**src/rtl/granule_scheduler.sv**
```systemverilog
// Frame-level controller for the two granule pipelines and the granule assembler.
// Admits one frame, launches both granules, counts their samples and the 1152-sample readout.
module granule_scheduler #(
  parameter int SAMPLES_PER_GR = 576,
  parameter int STAGGER        = 0,
  parameter int TIMEOUT        = 65535
) (
  input  logic        clk,
  input  logic        rst,
  input  logic        frame_ready_in,
  input  logic        sink_ready_in,
  input  logic        gr1_valid_in,
  input  logic        gr2_valid_in,
  input  logic        asm_valid_in,
  input  logic        clear_err_in,
  output logic        frame_ack_out,
  output logic        new_frame_start_out,
  output logic        gr1_start_out,
  output logic        gr2_start_out,
  output logic        busy_out,
  output logic        frame_done_out,
  output logic        error_out,
  output logic [2:0]  state_out,
  output logic [15:0] frames_done_out
);

  localparam logic [2:0] S_IDLE   = 3'd0;
  localparam logic [2:0] S_START  = 3'd1;
  localparam logic [2:0] S_LAUNCH = 3'd2;
  localparam logic [2:0] S_FILL   = 3'd3;
  localparam logic [2:0] S_DRAIN  = 3'd4;
  localparam logic [2:0] S_DONE   = 3'd5;
  localparam logic [2:0] S_ERR    = 3'd6;

  localparam logic [9:0]  GR_FULL   = 10'(SAMPLES_PER_GR);
  localparam logic [10:0] ASM_FULL  = 11'(2 * SAMPLES_PER_GR);
  localparam logic [15:0] STAGGER_W = 16'(STAGGER);
  localparam logic [15:0] TIMEOUT_W = 16'(TIMEOUT);

  logic [2:0]  state_reg, state_next;
  logic [9:0]  gr1_cnt_reg, gr1_cnt_next;
  logic [9:0]  gr2_cnt_reg, gr2_cnt_next;
  logic [10:0] asm_cnt_reg, asm_cnt_next;
  logic [15:0] launch_cnt_reg, launch_cnt_next;
  logic [15:0] wd_reg, wd_next;
  logic [15:0] frames_reg, frames_next;
  logic        go_err;
  logic        progress;

  always_comb begin
    state_next      = state_reg;
    gr1_cnt_next    = gr1_cnt_reg;
    gr2_cnt_next    = gr2_cnt_reg;
    asm_cnt_next    = asm_cnt_reg;
    launch_cnt_next = launch_cnt_reg;
    frames_next     = frames_reg;
    wd_next         = '0;
    go_err          = 1'b0;
    progress        = 1'b0;

    case (state_reg)
      S_IDLE: begin
        if (frame_ready_in && sink_ready_in) state_next = S_START;
      end
      S_START: begin
        gr1_cnt_next    = '0;
        gr2_cnt_next    = '0;
        asm_cnt_next    = '0;
        launch_cnt_next = '0;
        state_next      = S_LAUNCH;
      end
      S_LAUNCH, S_FILL: begin
        progress = gr1_valid_in || gr2_valid_in;
        if (gr1_valid_in) begin
          if (gr1_cnt_reg == GR_FULL) go_err = 1'b1;
          else gr1_cnt_next = gr1_cnt_reg + 10'd1;
        end
        if (gr2_valid_in) begin
          if (gr2_cnt_reg == GR_FULL) go_err = 1'b1;
          else gr2_cnt_next = gr2_cnt_reg + 10'd1;
        end
        if (asm_valid_in) go_err = 1'b1;
        // gr2 launch pulse fires when launch_cnt reaches STAGGER; leave one cycle later
        if (state_reg == S_LAUNCH) begin
          if (launch_cnt_reg == STAGGER_W) state_next = S_FILL;
          else launch_cnt_next = launch_cnt_reg + 16'd1;
        end else if (gr1_cnt_next == GR_FULL && gr2_cnt_next == GR_FULL) begin
          state_next = S_DRAIN;
        end
      end
      S_DRAIN: begin
        if (gr1_valid_in || gr2_valid_in) go_err = 1'b1;
        if (asm_valid_in) begin
          progress     = 1'b1;
          asm_cnt_next = asm_cnt_reg + 11'd1;
          if (asm_cnt_reg == ASM_FULL - 11'd1) state_next = S_DONE;
        end
      end
      S_DONE:  state_next = S_IDLE;
      S_ERR: begin
        if (clear_err_in) state_next = S_IDLE;
      end
      default: state_next = S_IDLE;
    endcase

    // Watchdog only advances while an active state is stuck without progress
    if ((state_reg == S_LAUNCH || state_reg == S_FILL || state_reg == S_DRAIN) &&
        state_next == state_reg && !progress) begin
      wd_next = wd_reg + 16'd1;
      if (wd_next == TIMEOUT_W) go_err = 1'b1;
    end

    if (go_err) state_next = S_ERR;
    if (state_reg == S_DRAIN && state_next == S_DONE) frames_next = frames_reg + 16'd1;
  end

  always_ff @(posedge clk or posedge rst) begin
    if (rst) begin
      state_reg           <= S_IDLE;
      gr1_cnt_reg         <= '0;
      gr2_cnt_reg         <= '0;
      asm_cnt_reg         <= '0;
      launch_cnt_reg      <= '0;
      wd_reg              <= '0;
      frames_reg          <= '0;
      frame_ack_out       <= 1'b0;
      new_frame_start_out <= 1'b0;
      gr1_start_out       <= 1'b0;
      gr2_start_out       <= 1'b0;
      busy_out            <= 1'b0;
      frame_done_out      <= 1'b0;
      error_out           <= 1'b0;
    end else begin
      state_reg           <= state_next;
      gr1_cnt_reg         <= gr1_cnt_next;
      gr2_cnt_reg         <= gr2_cnt_next;
      asm_cnt_reg         <= asm_cnt_next;
      launch_cnt_reg      <= launch_cnt_next;
      wd_reg              <= wd_next;
      frames_reg          <= frames_next;
      frame_ack_out       <= (state_next == S_START);
      new_frame_start_out <= (state_next == S_START);
      gr1_start_out       <= (state_reg == S_START) && (state_next == S_LAUNCH);
      gr2_start_out       <= (state_next == S_LAUNCH) && (launch_cnt_next == STAGGER_W);
      busy_out            <= (state_next != S_IDLE);
      frame_done_out      <= (state_next == S_DONE);
      error_out           <= (state_next == S_ERR);
    end
  end

  assign state_out       = state_reg;
  assign frames_done_out = frames_reg;

endmodule

```
**config.mk**
```make
export PLATFORM = sky130hd
export DESIGN_NAME = granule_scheduler
export DESIGN_NICKNAME = d
export VERILOG_FILES = /design/src/rtl/granule_scheduler.sv
export SDC_FILE = /design/constraint.sdc
export NUM_CORES = 1
export LEC_CHECK = 0
export CAP_MARGIN = 20
export CORE_MARGIN = 2
export CORE_UTILIZATION = 54
export CTS_CLUSTER_DIAMETER = 100
export DETAILED_ROUTE_END_ITERATION = 7
export GPL_TIMING_DRIVEN = 0
export PLACE_DENSITY = 0.75
export SYNTH_ARGS = -nofsm -noshare
export SYNTH_HDL_FRONTEND = slang
export SYNTH_SLANG_ARGS = --single-unit
export TNS_END_PERCENT = 20
```
**constraint.sdc**
```tcl
create_clock -name clk -period 2.5 [get_ports clk]
set_input_delay 0.375 -clock clk [delete_from_list [all_inputs] [get_ports clk]]
set_output_delay 0.375 -clock clk [all_outputs]
set_load 0.03 [all_outputs]
```
## Word level (Yosys, flattened, before mapping)

Index checks and enable logic that the tools add are counted.

- Bitwise operators: 0
- Shifts and indexed selects: 0
- Multiply operators: 0
- Eq/ne operators: 17
- Multiplexer cells: 34
- $lt $le $gt $ge: 0
- Div/mod/pow operators: 0
- Reductions and logical operators: 19
- Add/subtract/negate cells: 6

Operators by type and width:

| cell | count |
|---|---|
| $mux W10 | 6 |
| $add A16 B1 Y16 const B | 3 |
| $mux W16 | 3 |
| $eq A10 B10 Y1 const B | 4 |
| $pmux W10 S2 | 2 |
| $logic_not A16 Y1 | 2 |
| $pmux W16 S2 | 1 |
| $mux W3 | 8 |
| $pmux W11 S2 | 1 |
| $add A10 B1 Y10 const B | 2 |
| $eq A16 B16 Y1 const B | 1 |
| $pmux W3 S5 | 1 |
| $eq A3 B3 Y1 const B | 4 |
| $add A11 B1 Y11 const B | 1 |
| $eq A11 B11 Y1 const B | 1 |
| $mux W11 | 1 |
| $eq A3 B2 Y1 const B | 3 |
| $mux W1 | 9 |
| $logic_and A1 B1 Y1 | 7 |
| $eq A3 B1 Y1 const B | 2 |
| $pmux W1 S2 | 2 |
| $reduce_bool A2 Y1 | 2 |
| $eq A3 B3 Y1 | 1 |
| $logic_not A3 Y1 | 1 |
| other kinds (6) | 8 |

- RAM bits: 0
- Memories kept: 0
- Word-level logic and storage cells: 89
- Bits in read-only memories: 0
- Input port bits: 8
- Register bits after elaboration: 88
- Output and inout bits: 26
- Latch bits: 0

## Logic depth before layout (Yosys ltp)

Gate-level depths: netlist of run 1.

- Word-level depth: 16
- Mapped depth: 10
- Depth with buffers taken out: 10

## Worst setup path after synthesis of run 1

No wires, ideal clock.

- Path kind: register -> register
- From: reg state_reg[0], in the netlist state_out[0]
- To: reg gr2_start_out
- Setup time: 96 ps
- Cell stages (with the launch flop): 10
- Clock period less this slack: 2465 ps
- Slack: 35 ps
- Buffers on the path: 2
- Required time: 2404 ps
- Arrival time: 2369 ps
- Path through: dfrtp_1 buf_6 or3b_1 buf_2 nand2_1 mux2i_1 or4_4 nor4b_2 nand4b_1 nor4_2

- Elaborated cells between the ends (all ways): 31
- Classes of those cells: eq/ne: 7; mux: 15; reduce/logical: 9

RTL lines:

| item | RTL line | RTL |
|---|---|---|
| from (decl) | 40 | `logic [2:0] state_reg, state_next;` |
| from (signal assigned) | 134 | `state_reg <= state_next;` |
| $eq A3 B2 Y1, on equally long branches | 61, 84 |  |
| $mux W16 or $reduce_or A2 Y1 (tied branches) | 84, 61 |  |
| $pmux W16 S2 (*) | 61 | `case (state_reg)` |
| via launch_cnt_next[6] | 44 | `logic [15:0] launch_cnt_reg, launch_cnt_next;` |
| $logic_not A16 Y1 (*) | 144 | `gr2_start_out <= (state_next == S_LAUNCH) && (launch_cnt_next == STAGGER_W);` |
| $logic_and A1 B1 Y1 (*) | 144 |  |
| to (signal assigned) | 144 |  |
| to (decl) | 19 | `output logic gr2_start_out,` |

The timed path passes the listed nets; every way through them passes the cells marked *.
A chain may end at the register's enable or synchronous reset.

## Final worst setup path of run 1

- From: reg gr2_cnt_reg[1]
- To: reg gr2_start_out

- Word-level cells in the longest chain between the ends: 16
- Elaborated cells between the ends (all ways): 22
- Classes of those cells: add/sub: 1; eq/ne: 4; mux: 13; reduce/logical: 4

Ends and longest elaborated chain:

| item | RTL line | RTL |
|---|---|---|
| from (decl) | 42 | `logic [9:0] gr2_cnt_reg, gr2_cnt_next;` |
| from (signal assigned) | 136 | `gr2_cnt_reg <= gr2_cnt_next;` |
| $add A10 B1 Y10 or $eq A10 B10 Y1 (tied branches) | 80, 79 |  |
| $mux W10 | 79 | `if (gr2_cnt_reg == GR_FULL) go_err = 1'b1;` |
| $mux W10 | 78 | `if (gr2_valid_in) begin` |
| $mux W10 | 61 |  |
| $eq A10 B10 Y1 | 87 | `end else if (gr1_cnt_next == GR_FULL && gr2_cnt_next == GR_FULL) begin` |
| $logic_and A1 B1 Y1 | 87 |  |
| $mux W3 | 87 |  |
| $mux W3 | 84 | `if (state_reg == S_LAUNCH) begin` |
| $pmux W3 S5 | 61 |  |
| $eq A3 B3 Y1 | 108 | `state_next == state_reg && !progress) begin` |
| $logic_and A1 B1 Y1 | 107 | `if ((state_reg == S_LAUNCH \|\| state_reg == S_FILL \|\| state_reg == S_DRAIN) &&` |
| $logic_and A1 B1 Y1 | 108 |  |
| $mux W1 | 107 |  |
| $mux W3 (*) | 113 | `if (go_err) state_next = S_ERR;` |
| via state_next[2] | 40 |  |
| $eq A3 B2 Y1 (*) | 144 |  |
| $logic_and A1 B1 Y1 (*) | 144 |  |

The timed path passes the listed nets; every way through them passes the cells marked *. The select of a mux whose other input is x is not followed.

==> results.md, run 1 <==
Place:
- During placement, the flow inserted port buffers numbering 33.
- The worst setup timing slack at the placement stage is -0.6810 ns.
- The HPWL after detailed placement is 8.564 mm.
- The global placer's final weighted congestion is 0.8923.
- The area of placed instances is 5659 sq um.

STA:
- Setup repair after global routing could not meet its margin everywhere.
- At the pin with the least slew margin, the transition time is 0.6181 ns.
- Setup violations remaining at the end of the flow were counted as 18.
- The number of max-slew violations in the final report is 0.
- The final clock period utilization by the worst path is 103.2%.
- The final hold violation count is 0.
- Setup slack on the critical path of the routed design comes to -0.08062 ns.
- The max-slew headroom at the worst pin is 58.71%.
- The final clock skew is 0.01152 ns.
- The worst path in the final design needs a cycle of 2.581 ns, including I/O delays and setup.
- The fmax is 387.5 MHz.

Global route:
- The total overflow left after global routing is 0.
- The via count of the first global-routing pass is 4254.
- The overall global routing resource usage is 24.91%.
- The first global-routing pass estimated 20.52 mm of wire.
- The number of antenna violations at the first check in global routing is 0.
- The pin count of the biggest net entering global routing is 38.

Power and ir drop:
- Sequential cells burn 37.4% of the power.
- Across the VDD grid, the largest voltage drop is 486.6 uV.
- The power density over cell area is 733.7 nW/um^2.
- In this run the static leakage power is 2.578 nW.
- The net load switching power is 1.822 mW.
- The part of the power in the clock network is 22.4%.
- The cell-internal power is 2.796 mW.
- Net switching is 39.45% of the power.
- The proportion of power drawn by combinational gates is 40.2%.

Final layout:
- The finished layout cell area is 6294 sq um.
- The net count of the finished layout is 641.
- From synthesis to final layout, the design area changed by 22.83%.
- Of the cells placed in the final design, the portion with a size suffix greater than 1 is 18.31%.
- The total inserted antenna cells is 0.

Synthesis:
- In the synthesized netlist, the cells that appear most often are 88 x sky130_fd_sc_hd__dfrtp_1, 56 x sky130_fd_sc_hd__nand2_1, 49 x sky130_fd_sc_hd__nor2_1.
- The cell taking the most area after synthesis is sky130_fd_sc_hd__dfrtp_1.
- The proportion of synthesized flip-flops having asynchronous set or reset is 100.0%.
- The top flip-flop cell by instance count after synthesis is sky130_fd_sc_hd__dfrtp_1.
- For this run, the number of Yosys warnings is 0.
- The netlist area before placement is 5124 sq um.
- The synthesized instance count is 562.
- The sequential cell area fraction in the yosys report is 42.98%.
- Yosys instantiated no cell more often than sky130_fd_sc_hd__dfrtp_1.
- Of the post-synthesis cell area, the dominant cell type holds 42.98%.
- The number of nets produced by synthesis is 580.
- Dividing the synthesized area by the synthesized cell count gives 9.117 sq um.
- By area the synthesized netlist is led by sky130_fd_sc_hd__dfrtp_1 43%, sky130_fd_sc_hd__xnor2_1 4.3%, sky130_fd_sc_hd__nand2_1 4.1%, sky130_fd_sc_hd__nor2_1 3.6%, sky130_fd_sc_hd__nand4_1 3.2%.
- Synthesis inferred 88 register bits.
- The number of enable-type register cells in the synthesized netlist is 0.
- Yosys mapped the design onto 72 distinct sky130hd cell types.

Critical path:
- The type of element capturing the critical path is a flip-flop.
- Data on the critical path is required at its endpoint by 2.76 ns.
- STA classifies the critical path startpoint as a flip-flop.
- The data arrival time at the worst-slack endpoint is 2.84 ns.
- The maximum fanout encountered on the critical timing path is 3.
- The setup path with the least slack is of type reg -> reg.

Clocking:
- The clock slew at the register clock pins of the worst setup and hold paths is 0.09 ns.
- CTS placed an instance of sky130_fd_sc_hd__clkbuf_8 at the clock tree root.
- The maximum level of the CTS H-tree is 3.
- The largest buffer count on any clock path is 2.
- At the later pin of the worst-skew pair, clock insertion delay measures 0.36 ns.
- Buffers inserted during clock tree synthesis total 9.
- TritonCTS built the clock tree.
- The number of hold buffers added after CTS was 0.
- The clock sink count is 88.

Floorplan:
- The die footprint is 10280 sq um.
- The initial utilization of the core area, before any placement, comes to 55.45%.
- The x dimension of the die is 101.4 microns.
- The standard cell core area is 9240 sq um.
- The standard-cell row count is 35.
- Pin placement for this block handled 34 I/O pins.
- The vertical die dimension is 101.4 microns.

Min path:
- The tightest min-delay check is of the in -> async type.

Route:
- Wires add up to 12.62 mm.
- The first-iteration detailed-routing DRC count is 301.
- The post-detailed-route DRC marker count is 0.
- Before antenna repair, the detailed router went through 5 iterations.
- The vias per cell is 6.025.
- The count of nets left with antenna violations once routing finished came out at 0.
- Detailed routing inserted a total of 4561 vias.
- In the final routed layout, each cell accounts on average for 16.68 microns.

Status:
- The run finished, with violations left.
- The final reports fail on setup timing.

Run:
- Max-cap violations in this run came to 0.
-- repair_timing --
item | in CTS | in global routing
buffers inserted | 15 | 6
pin swaps | 16 | 23
endpoints found under the setup margin | 30 | 43
cloned | 0 | 1
resized for setup | 26 | 59
-- layout make-up --
cell class | instances | area, sq um
Inverter | 24 | 93.84
Clock inverter | 5 | 65.06
Tap cell | 129 | 161.4
Sequential cell | 88 | 2213
Multi-Input combinational cell | 425 | 2953
Timing Repair Buffer | 57 | 548.0
Clock buffer | 11 | 141.4
Fill cell | 725 | 2947
Buffer | 18 | 117.6
-- critical path, cell delays in order, from the launching register on --
cell,delay (ns)
sky130_fd_sc_hd__dfrtp_1,0.41
sky130_fd_sc_hd__inv_2,0.09
sky130_fd_sc_hd__ha_4,0.13
sky130_fd_sc_hd__or4b_4,0.49
sky130_fd_sc_hd__buf_6,0.15
sky130_fd_sc_hd__o31a_1,0.25
sky130_fd_sc_hd__nand4_1,0.10
sky130_fd_sc_hd__a211oi_2,0.10
sky130_fd_sc_hd__nand4_1,0.18
sky130_fd_sc_hd__and3_4,0.25
sky130_fd_sc_hd__inv_2,0.05
sky130_fd_sc_hd__nor4_2,0.27
-- kinds of logic (layout without fill, tap and decap cells) --
kind of cell | after synthesis | count (layout) | share of synthesized area (%)
adder cells (fa/ha/maj) | 10 | 10 | 2.442
buffers and inverters | 49 | 115 | 4.102
AND/OR/NAND/NOR | 253 | 253 | 27.20
XOR/XNOR | 39 | 39 | 6.667
AO/OA/AOI/OAI | 110 | 110 | 14.02
multiplexers | 13 | 13 | 2.589
flip-flops | 88 | 88 | 42.98
-- per-layer routing --
metal / wire, microns / up-vias / track usage (%)
li1: - / 2159 / -
met4: 236 / 0 / 7.692
met2: 6179 / 151 / 39.94
met5: 0 / - / 0
met1: 5631 / 2225 / 35.30
met3: 575 / 26 / 3.520
-- placed cells by master (no fill, tap or decap), drive strengths merged, types with 7 or more instances in the layout --
| cell | n |
|---|---|
| a21oi | 19 |
| and3 | 13 |
| buf | 31 |
| clkbuf | 22 |
| clkdlybuf4s50 | 31 |
| dfrtp | 88 |
| ha | 10 |
| inv | 23 |
| mux2i | 11 |
| nand2 | 56 |
| nand2b | 8 |
| nand3 | 26 |
| nand4 | 27 |
| nor2 | 49 |
| nor2b | 7 |
| nor3 | 13 |
| nor4 | 11 |
| o21ai | 35 |
| o22ai | 8 |
| o31ai | 8 |
| xnor2 | 25 |
| xor2 | 14 |
-- power by group through the flow --
stage / sequential, mW / clock (mW) / combinational, mW
after floorplan: 1.78 / 0 / 0.975
after global placement: 1.72 / 0 / 1.46
after detailed placement: 1.73 / 0 / 1.51
after CTS: 1.67 / 1.06 / 1.74
after global routing: 1.75 / 1.12 / 2.02
final: 1.73 / 1.03 / 1.86
-- final timing paths --
| check | from | to | slack [ns] | cells past startpoint |
|---|---|---|---|---|
| min reg2reg | frames_done_out[15] | frames_done_out[15] | 0.50 | 1 |
| max reg2reg | gr2_cnt_reg[1] | gr2_start_out | -0.08 | 11 |
| min | rst | launch_cnt_reg[8] | 0.42 | 2 |
| max | gr2_cnt_reg[1] | gr2_start_out | -0.08 | 11 |
| min in group clk | frames_done_out[15] | frames_done_out[15] | 0.50 | 1 |
| max in group asynchronous | rst | gr2_cnt_reg[0] | 1.26 | 4 |
-- stage by stage --
stage	hold WS (ns)	std cells	setup TNS, ns	power, mW	utilization [%]
2_1_floorplan	0.4670	562	0	2.759	-
3_3_place_gp	0.4642	724	-18.60	3.184	60.81
4_1_cts	0.4312	757	-0.2857	4.471	65.90
3_5_place_dp	0.4829	726	-17.77	3.240	61.25
6_report	0.4247	757	-0.7562	4.617	68.11
5_1_grt	0.4658	757	-2.576	4.882	68.11
(Power assumes the default switching activity.)
==> run 2: changes to the inputs <==
- GPL_TIMING_DRIVEN: 0 -> default
==> run 2 against run 1 <==
Effect of this change: final cell count increased by 3.8%; critical path type unchanged; register-to-register slack lost 0.03 ns; sequential cell count unchanged; sequential share of layout area down 0.80 points; core utilization is 1.3 points higher; first-iteration DRC count fell by 23%; design area is 1.9% higher; the flow still finishes with violations (setup timing); clock power hardly changed; clock-buffer cell count down 2; critical path depth increased by 1; routed wire length shrank 1.1%.
==> results.md, run 2 (synthesized netlist as in run 1, its figures left out) <==
Critical path:
- The data arrival time at the worst-slack endpoint is 2.85 ns (was 2.84 ns).
- The critical path required time came to 2.74 ns (was 2.76 ns).
- The worst reg2reg path startpoint is gr2_cnt_reg[1] (unchanged).
- The maximum fanout encountered on the critical timing path is 6 (was 3).
- The number of cells traversed by the worst register-to-register path is 12 (was 11).
- The peak per-stage delay on the critical path was 0.40 ns (was 0.49 ns).
- Critical path cell sequence: buf_4 > buf_4 > ha_1 > and4_1 > buf_4 > nor3_2 > a31oi_2 > nor4_2 > buf_4 > nand4_1 > a21oi_2 > nor4_4 (was inv_2 > ha_4 > or4b_4 > buf_6 > o31a_1 > nand4_1 > a211oi_2 > nand4_1 > and3_4 > inv_2 > nor4_2).
- The gate family responsible for the most delay along the worst path was simple AND/OR/NAND/NOR gates (unchanged).
- The most numerous cell type found on the critical path is sky130_fd_sc_hd__buf_4.
- The startpoint kind of the worst setup timing path is a flip-flop (unchanged).
- The type of element capturing the critical path was a flip-flop (unchanged).
- The critical path's slowest cell is sky130_fd_sc_hd__dfrtp_1 (was sky130_fd_sc_hd__or4b_4).
- The sum of buffers and inverters on the critical path came to 4 (was 3).
- The worst setup path category is reg -> reg (unchanged).
- The launching instance or port of the critical path is gr2_cnt_reg[1] (unchanged).
- The depth of the critical timing path with buffers and inverters included came to 12 (was 11).

Final layout:
- Most frequent cells in the layout: 86 x sky130_fd_sc_hd__dfrtp_1, 68 x sky130_fd_sc_hd__buf_4, 54 x sky130_fd_sc_hd__nand2_1, 48 x sky130_fd_sc_hd__nor2_1, 33 x sky130_fd_sc_hd__clkdlybuf4s50_1 (was 79 x sky130_fd_sc_hd__dfrtp_1, 54 x sky130_fd_sc_hd__nand2_1, 42 x sky130_fd_sc_hd__nor2_1, 32 x sky130_fd_sc_hd__o21ai_0, 31 x sky130_fd_sc_hd__clkdlybuf4s50_1).
- The finished layout cell area is 6415 sq um (was 6294 sq um).
- The proportion of layout cells with a drive suffix above 1 is 19.94% (was 18.31%).
- The total inserted antenna cells is 0 (unchanged).
- The utilization of the core after routing came to 69.42% (was 68.11%).
- The area added between synthesis and finish is 25.20% (was 22.83%).
- The commonest non-fill, non-tap cell in the layout was sky130_fd_sc_hd__dfrtp_1 (unchanged).
- The number of nets in the final layout was 670 (was 641).

Global route:
- The global-route wire length before repair is 20.47 mm (was 20.52 mm).
- The via count of the first global-routing pass is 4412 (was 4254).
- The pin count of the biggest net entering global routing is 61 (was 38).
- The overall global routing resource usage was 25.02% (was 24.91%).
- The number of antenna violations at the first check in global routing came to 0 (unchanged).
- The total grt overflow is 0 (unchanged).

Route:
- The vias per cell is 5.836 (was 6.025).
- The first-iteration detailed-routing DRC count is 231 (was 301).
- The average routed wire per standard cell is 15.88 microns (was 16.68 microns).
- The number of nets with antenna violations after detailed routing is 0 (unchanged).
- The overall via count from detail_route is 4587 (was 4561).
- The post-detailed-routing wire length is 12.48 mm (was 12.62 mm).
- The number of search-and-repair iterations in the first detailed-routing pass came to 5 (unchanged).
- The post-detailed-route DRC marker count came to 0 (unchanged).

STA:
- The final clock period utilization by the worst path was 104.3% (was 103.2%).
- The post-layout minimum cycle time came to 2.608 ns (was 2.581 ns).
- The fmax is 383.4 MHz (was 387.5 MHz).
- The number of max-slew violations in the final report came to 0 (unchanged).
- The final clock skew came to 0.01531 ns (was 0.01152 ns).
- The max-slew headroom at the worst pin is 63.47% (was 58.71%).
- The number of setup violations in the final report is 20 (was 18).
- The transition time of the tightest slew-check pin came to 0.5460 ns (was 0.6181 ns).
- The final hold violation count was 0 (unchanged).
- The final worst-path setup slack is -0.1083 ns (was -0.08062 ns).
- The final total negative setup slack is -0.6961 ns (was -0.7562 ns).
- RSZ-0062 raised after global routing: true (unchanged).

Power and ir drop:
- The net load switching power is 1.821 mW (was 1.822 mW).
- The cell-internal power is 2.726 mW (was 2.796 mW).
- The part of the power in the clock network is 22.0% (was 22.4%).
- The power density over cell area came to 708.9 nW/um^2 (was 733.7 nW/um^2).
- The part of the power in registers is 37.5% (was 37.4%).
- The proportion of power drawn by combinational gates is 40.5% (was 40.2%).
- The leakage power figure is 2.728 nW (was 2.578 nW).
- The worst voltage drop across the vdd grid is 383.5 uV (was 486.6 uV).
- The net switching share of the total power is 40.05% (was 39.45%).

Clocking:
- The TritonCTS buffer count was 9 (unchanged).
- The CTS tree is built (unchanged).
- The source-to-sink clock delay at the later pin of the worst-skew pair is 0.37 ns (was 0.36 ns).
- The clock slew at the register clock pins of the worst setup and hold paths is 0.11 ns (was 0.09 ns).
- The root buffer cell was sky130_fd_sc_hd__clkbuf_8 (unchanged).
- The largest buffer count on any clock path is 2 (unchanged).
- The clock sink count is 88 (unchanged).
- The maximum level of the CTS H-tree was 3 (unchanged).
- The post-cts hold buffer count came to 0 (unchanged).

Floorplan:
- The x dimension of the die came to 101.4 microns (unchanged).
- The standard cell core area is 9240 sq um (unchanged).
- The vertical die dimension is 101.4 microns (unchanged).
- The standard-cell row count is 35 (unchanged).
- The die footprint came to 10280 sq um (unchanged).
- The count of pins on the block boundary came to 34 (unchanged).
- The effective utilization at floorplan is 55.45% (unchanged).

Status:
- Outcome: finished with violations (unchanged).
- Failing checks: setup timing (unchanged).

Place:
- The worst setup timing slack at the placement stage was -0.2470 ns (was -0.6810 ns).
- The number of I/O port buffers was 33 (unchanged).
- The global placer's final weighted congestion is 0.9340 (was 0.8923).
- The HPWL after detailed placement came to 8.936 mm (was 8.564 mm).
- The area of placed instances is 6012 sq um (was 5659 sq um).

Run:
- The number of maximum-capacitance violations is 0 (unchanged).

Min path:
- The classification of the worst-slack hold path is in -> async (unchanged).
==> run 2: worst min-delay path: stages <==
cell	delay, ns
sky130_fd_sc_hd__clkdlybuf4s50_1	0.44
sky130_fd_sc_hd__clkinvlp_4	0.11
sky130_fd_sc_hd__buf_12	0.29
==> run 2: final cells by class <==
| type | count | area [sq um] |
|---|---|---|
| multi-input cells | 425 | 2864 |
| fillers | 693 | 2825 |
| clock inverters | 7 | 75.07 |
| well taps | 129 | 161.4 |
| repair buffers | 104 | 892.1 |
| flip-flops and latches | 88 | 2205 |
| inverters | 24 | 93.84 |
| clock buffers | 9 | 123.9 |
==> run 2: through the flow <==
stage / hold WS [ns] / std cells / total power, mW
final: 0.4411 / 786 / 4.547
after global routing: 0.4624 / 786 / 4.816
after detailed placement: 0.4694 / 764 / 3.399
after global placement: 0.4604 / 764 / 3.348
after CTS: 0.4479 / 782 / 4.430
after floorplan: 0.4670 / 562 / 2.759
==> run 2: timing repair <==
action                                  in CTS  in global routing
gates cloned                                 0                  0
endpoints found under the hold margin        0                  0
endpoints found under the setup margin       2                 27
setup buffers                                2                  5
resized for setup                            4                 29
pin swaps                                    2                 15
==> run 2: power by group through the flow <==
stage	combinational, mW	sequential (mW)	clock (mW)
floorplan	0.975	1.78	0
global placement	1.64	1.71	0
detailed placement	1.68	1.72	0
CTS	1.71	1.69	1.02
global route	2.01	1.72	1.08
finish	1.84	1.71	1.00
==> run 2: routing by layer <==
metal,share of wire (%),vias to the layer above,routed length (microns),global-route usage (%)
met5,0,-,0,0
met4,1.7,0,213,9.148
met3,3.6,21,453,4.279
met2,49,134,6078,40.60
met1,46,2215,5734,33.91
li1,-,2217,-,-
==> run 2: path summary, 6_finish.rpt <==
path | slack, ns | to
worst max-delay path | -0.11 | gr2_start_out
worst min-delay path | 0.44 | frame_done_out
worst max register to register | -0.11 | gr2_start_out
worst min register to register | 0.48 | frames_done_out[15]
max in group asynchronous | 1.74 | gr1_cnt_reg[0]
min in group clk | 0.48 | frames_done_out[15]
==> run 3: changes to the inputs <==
- CAP_MARGIN: 20 -> default
- PLACE_DENSITY: 0.75 -> 0.82
==> run 3 against run 2 <==
Effect of this change: the run still ends with setup timing left; clock power rose by 18%; critical path type unchanged; fmax fell by 1.2%; worst hold slack improved by 0.020 ns; final cell count rose by 0.76%; clock-buffer cell count did not move; first-iteration DRC count rose by 120%; sequential power barely moved; sequential cell count did not move; via count rose by 8.1%; design area rose by 3.3%; routed wire length rose by 16%.
==> results.md, run 3 (synthesized netlist as in run 1, its figures left out) <==
Critical path:
- The startpoint kind of the worst setup timing path was a flip-flop (unchanged).
- Critical path cell sequence: ha_2 > nand4_1 > a22oi_1 > nand4_1 > nor4_2 > nand3_1 > a211oi_2 > nor4_2 (was buf_4 > buf_4 > ha_1 > and4_1 > buf_4 > nor3_2 > a31oi_2 > nor4_2 > buf_4 > nand4_1 > a21oi_2 > nor4_4).
- The critical path required time is 2.74 ns (about the same).
- The peak per-stage delay on the critical path was 0.46 ns (was 0.40 ns).
- The worst setup path category is reg -> reg (unchanged).
- The maximum fanout encountered on the critical timing path is 8 (was 6).
- The type of element capturing the critical path is a flip-flop (unchanged).
- The critical path's slowest cell is sky130_fd_sc_hd__dfrtp_2 (was sky130_fd_sc_hd__dfrtp_1).
- The data arrival time at the worst-slack endpoint is 2.88 ns (was 2.85 ns).

Power and ir drop:
- The power density over cell area is 761.3 nW/um^2 (was 708.9 nW/um^2).
- The cell-internal power came to 3.053 mW (was 2.726 mW).
- The part of the power in the clock network is 23.3% (was 22.0%).
- The worst voltage drop across the vdd grid is 451.3 uV (was 383.5 uV).
- The leakage power figure came to 2.800 nW (was 2.728 nW).
- The net switching share of the total power came to 39.47% (was 40.05%).
- The total power of the final layout was 5.044 mW (was 4.547 mW).
- The part of the power in registers is 34.2% (was 37.5%).
- The proportion of power drawn by combinational gates is 42.5% (was 40.5%).
- The net load switching power is 1.991 mW (was 1.821 mW).

Clocking:
- The root buffer cell is sky130_fd_sc_hd__clkbuf_8 (unchanged).
- The post-cts hold buffer count is 0 (unchanged).
- The clock slew at the register clock pins of the worst setup and hold paths is 0.10 ns (was 0.11 ns).
- The source-to-sink clock delay at the later pin of the worst-skew pair came to 0.36 ns (was 0.37 ns).
- The CTS tree is built (unchanged).
- The clock sink count came to 88 (unchanged).
- The largest buffer count on any clock path is 2 (unchanged).
- The TritonCTS buffer count is 9 (unchanged).
- The maximum level of the CTS H-tree is 3 (unchanged).

STA:
- The final clock period utilization by the worst path is 105.6% (was 104.3%).
- The fmax is 378.6 MHz (was 383.4 MHz).
- The transition time of the tightest slew-check pin came to 0.7093 ns (was 0.5460 ns).
- The final clock skew was 0.01294 ns (was 0.01531 ns).
- The final hold violation count is 0 (unchanged).
- RSZ-0062 raised after global routing: true (unchanged).
- The final worst-path setup slack came to -0.1410 ns (was -0.1083 ns).
- The number of setup violations in the final report is 20 (unchanged).
- The max-slew headroom at the worst pin is 52.71% (was 63.47%).
- The post-layout minimum cycle time is 2.641 ns (was 2.608 ns).
- The number of max-slew violations in the final report is 0 (unchanged).

Place:
- The global placer's final weighted congestion is 0.9458 (was 0.9340).
- The number of I/O port buffers came to 33 (unchanged).
- The worst setup timing slack at the placement stage is -0.2855 ns (was -0.2470 ns).
- The HPWL after detailed placement was 8.764 mm (was 8.936 mm).
- The area of placed instances is 5939 sq um (was 6012 sq um).

Final layout:
- The area added between synthesis and finish came to 29.30% (was 25.20%).
- The number of inserted filler cells in the final layout is 612 (was 693).
- The total inserted antenna cells is 0 (unchanged).
- The area occupied by registers is 2211 sq um (was 2205 sq um).
- The finished layout cell area is 6625 sq um (was 6415 sq um).
- The commonest non-fill, non-tap cell in the layout was sky130_fd_sc_hd__dfrtp_1 (unchanged).
- The proportion of layout cells with a drive suffix above 1 was 23.08% (was 19.94%).
- The number of nets in the final layout is 676 (was 670).
- Most frequent cells in the layout: 81 x sky130_fd_sc_hd__dfrtp_1, 70 x sky130_fd_sc_hd__buf_4, 54 x sky130_fd_sc_hd__nand2_1, 48 x sky130_fd_sc_hd__nor2_1, 33 x sky130_fd_sc_hd__clkdlybuf4s50_1 (was 86 x sky130_fd_sc_hd__dfrtp_1, 68 x sky130_fd_sc_hd__buf_4, 54 x sky130_fd_sc_hd__nand2_1, 48 x sky130_fd_sc_hd__nor2_1, 33 x sky130_fd_sc_hd__clkdlybuf4s50_1).
- The area of combinational cells with multiple inputs came to 2972 sq um (was 2864 sq um).

Global route:
- The number of antenna violations at the first check in global routing came to 0 (unchanged).
- The met2 track demand over resource was 46.05% (was 40.60%).
- The global-route met3 utilization is 5.107% (was 4.279%).
- The overall global routing resource usage is 27.00% (was 25.02%).
- The global-route wire length before repair is 22.27 mm (was 20.47 mm).
- The most crowded layer after global routing is met2 (unchanged).
- The pin count of the biggest net entering global routing came to 57 (was 61).
- The total grt overflow is 0 (unchanged).
- The global routing met1 resource utilization is 35.59% (was 33.91%).
- The via count of the first global-routing pass came to 4655 (was 4412).

Route:
- The number of search-and-repair iterations in the first detailed-routing pass is 6 (was 5).
- The first-iteration detailed-routing DRC count is 497 (was 231).
- The post-detailed-routing wire length was 14.49 mm (was 12.48 mm).
- The overall via count from detail_route is 4959 (was 4587).
- The average routed wire per standard cell is 18.29 microns (was 15.88 microns).
- The vias per cell is 6.261 (was 5.836).
- The number of nets with antenna violations after detailed routing was 0 (unchanged).
- The post-detailed-route DRC marker count came to 0 (unchanged).

Floorplan:
- The standard cell core area came to 9240 sq um (unchanged).
- The vertical die dimension is 101.4 microns (unchanged).
- The effective utilization at floorplan was 55.45% (unchanged).
- The die footprint is 10280 sq um (unchanged).
- The count of pins on the block boundary was 34 (unchanged).
- The x dimension of the die came to 101.4 microns (unchanged).
- The standard-cell row count is 35 (unchanged).

Run:
- The number of maximum-capacitance violations was 0 (unchanged).

Min path:
- The classification of the worst-slack hold path is in -> async (unchanged).

Status:
- Failing checks: setup timing (unchanged).
- Outcome: finished with violations (unchanged).
run 3: cell types whose count changed in the layout (fill, tap and decap cells not counted), moves of 3 or more:
| cell | change |
|---|---|
| sky130_fd_sc_hd__dfrtp_1 | -5 |
| sky130_fd_sc_hd__dfrtp_2 | +5 |
| sky130_fd_sc_hd__buf_6 | +3 |
| sky130_fd_sc_hd__ha_1 | -3 |
run 3: path summary, 6_finish.rpt:
path | startpoint | endpoint | slack (ns) | cells past startpoint
setup / recovery | gr1_cnt_reg[0] | gr2_start_out | -0.14 | 8
hold / removal | rst | launch_cnt_reg[14] | 0.46 | 3
setup reg to reg | gr1_cnt_reg[0] | gr2_start_out | -0.14 | 8
hold reg to reg | frames_done_out[15] | frames_done_out[15] | 0.49 | 1
max in group asynchronous | rst | state_out[2] | 1.41 | 3
min in group clk | frames_done_out[15] | frames_done_out[15] | 0.49 | 1
run 3: critical path: cells and delay by family (launching register included):
family                   cells  cell delay, ns
AND/OR/NAND/NOR              5            1.07
AO/OA/AOI/OAI                2            0.74
adder cells (fa/ha/maj)      1            0.25
flip-flops                   1            0.46
run 3: repair_timing:
item / CTS / global route
buffers inserted: 11 / 8
endpoints found under the setup margin: 25 / 28
endpoints found under the hold margin: 0 / 0
resized for setup: 15 / 47
gates cloned: 0 / 2
pin swaps: 6 / 22
run 3: power by group through the flow:
stage	Sequential, mW	Combinational [mW]	Clock (mW)
after floorplan	1.78	0.975	0
after global placement	1.71	1.58	0
after detailed placement	1.73	1.62	0
after CTS	1.70	1.82	1.18
after global routing	1.74	2.28	1.24
final	1.72	2.14	1.18
run 3: cell type report:
| cell class | count | area share, % |
|---|---|---|
| multi-input combinational | 425 | 44.85 |
| inverter | 24 | 1.416 |
| clock inverter | 7 | 1.700 |
| sequential | 88 | 33.37 |
| tap | 129 | 2.436 |
| clock buffer | 9 | 1.870 |
| timing repair buffer | 110 | 14.35 |
run 3: through the flow:
step | util (%) | cells | setup TNS, ns | hold WS (ns)
2_1_floorplan | - | 562 | 0 | 0.4670
3_3_place_gp | 64.28 | 756 | -2.785 | 0.4609
3_5_place_dp | 64.28 | 756 | -6.194 | 0.4766
4_1_cts | 68.42 | 783 | -0.4751 | 0.4797
5_1_grt | 71.70 | 792 | -4.638 | 0.4976
6_report | 71.70 | 792 | -1.122 | 0.4609
run 3: metal layers:
layer  vias up  share of wire (%)
met2       287                 49
li1       2230                  -
met3        68                8.0
met1      2374                 39
met5         -                  0
met4         0                4.4
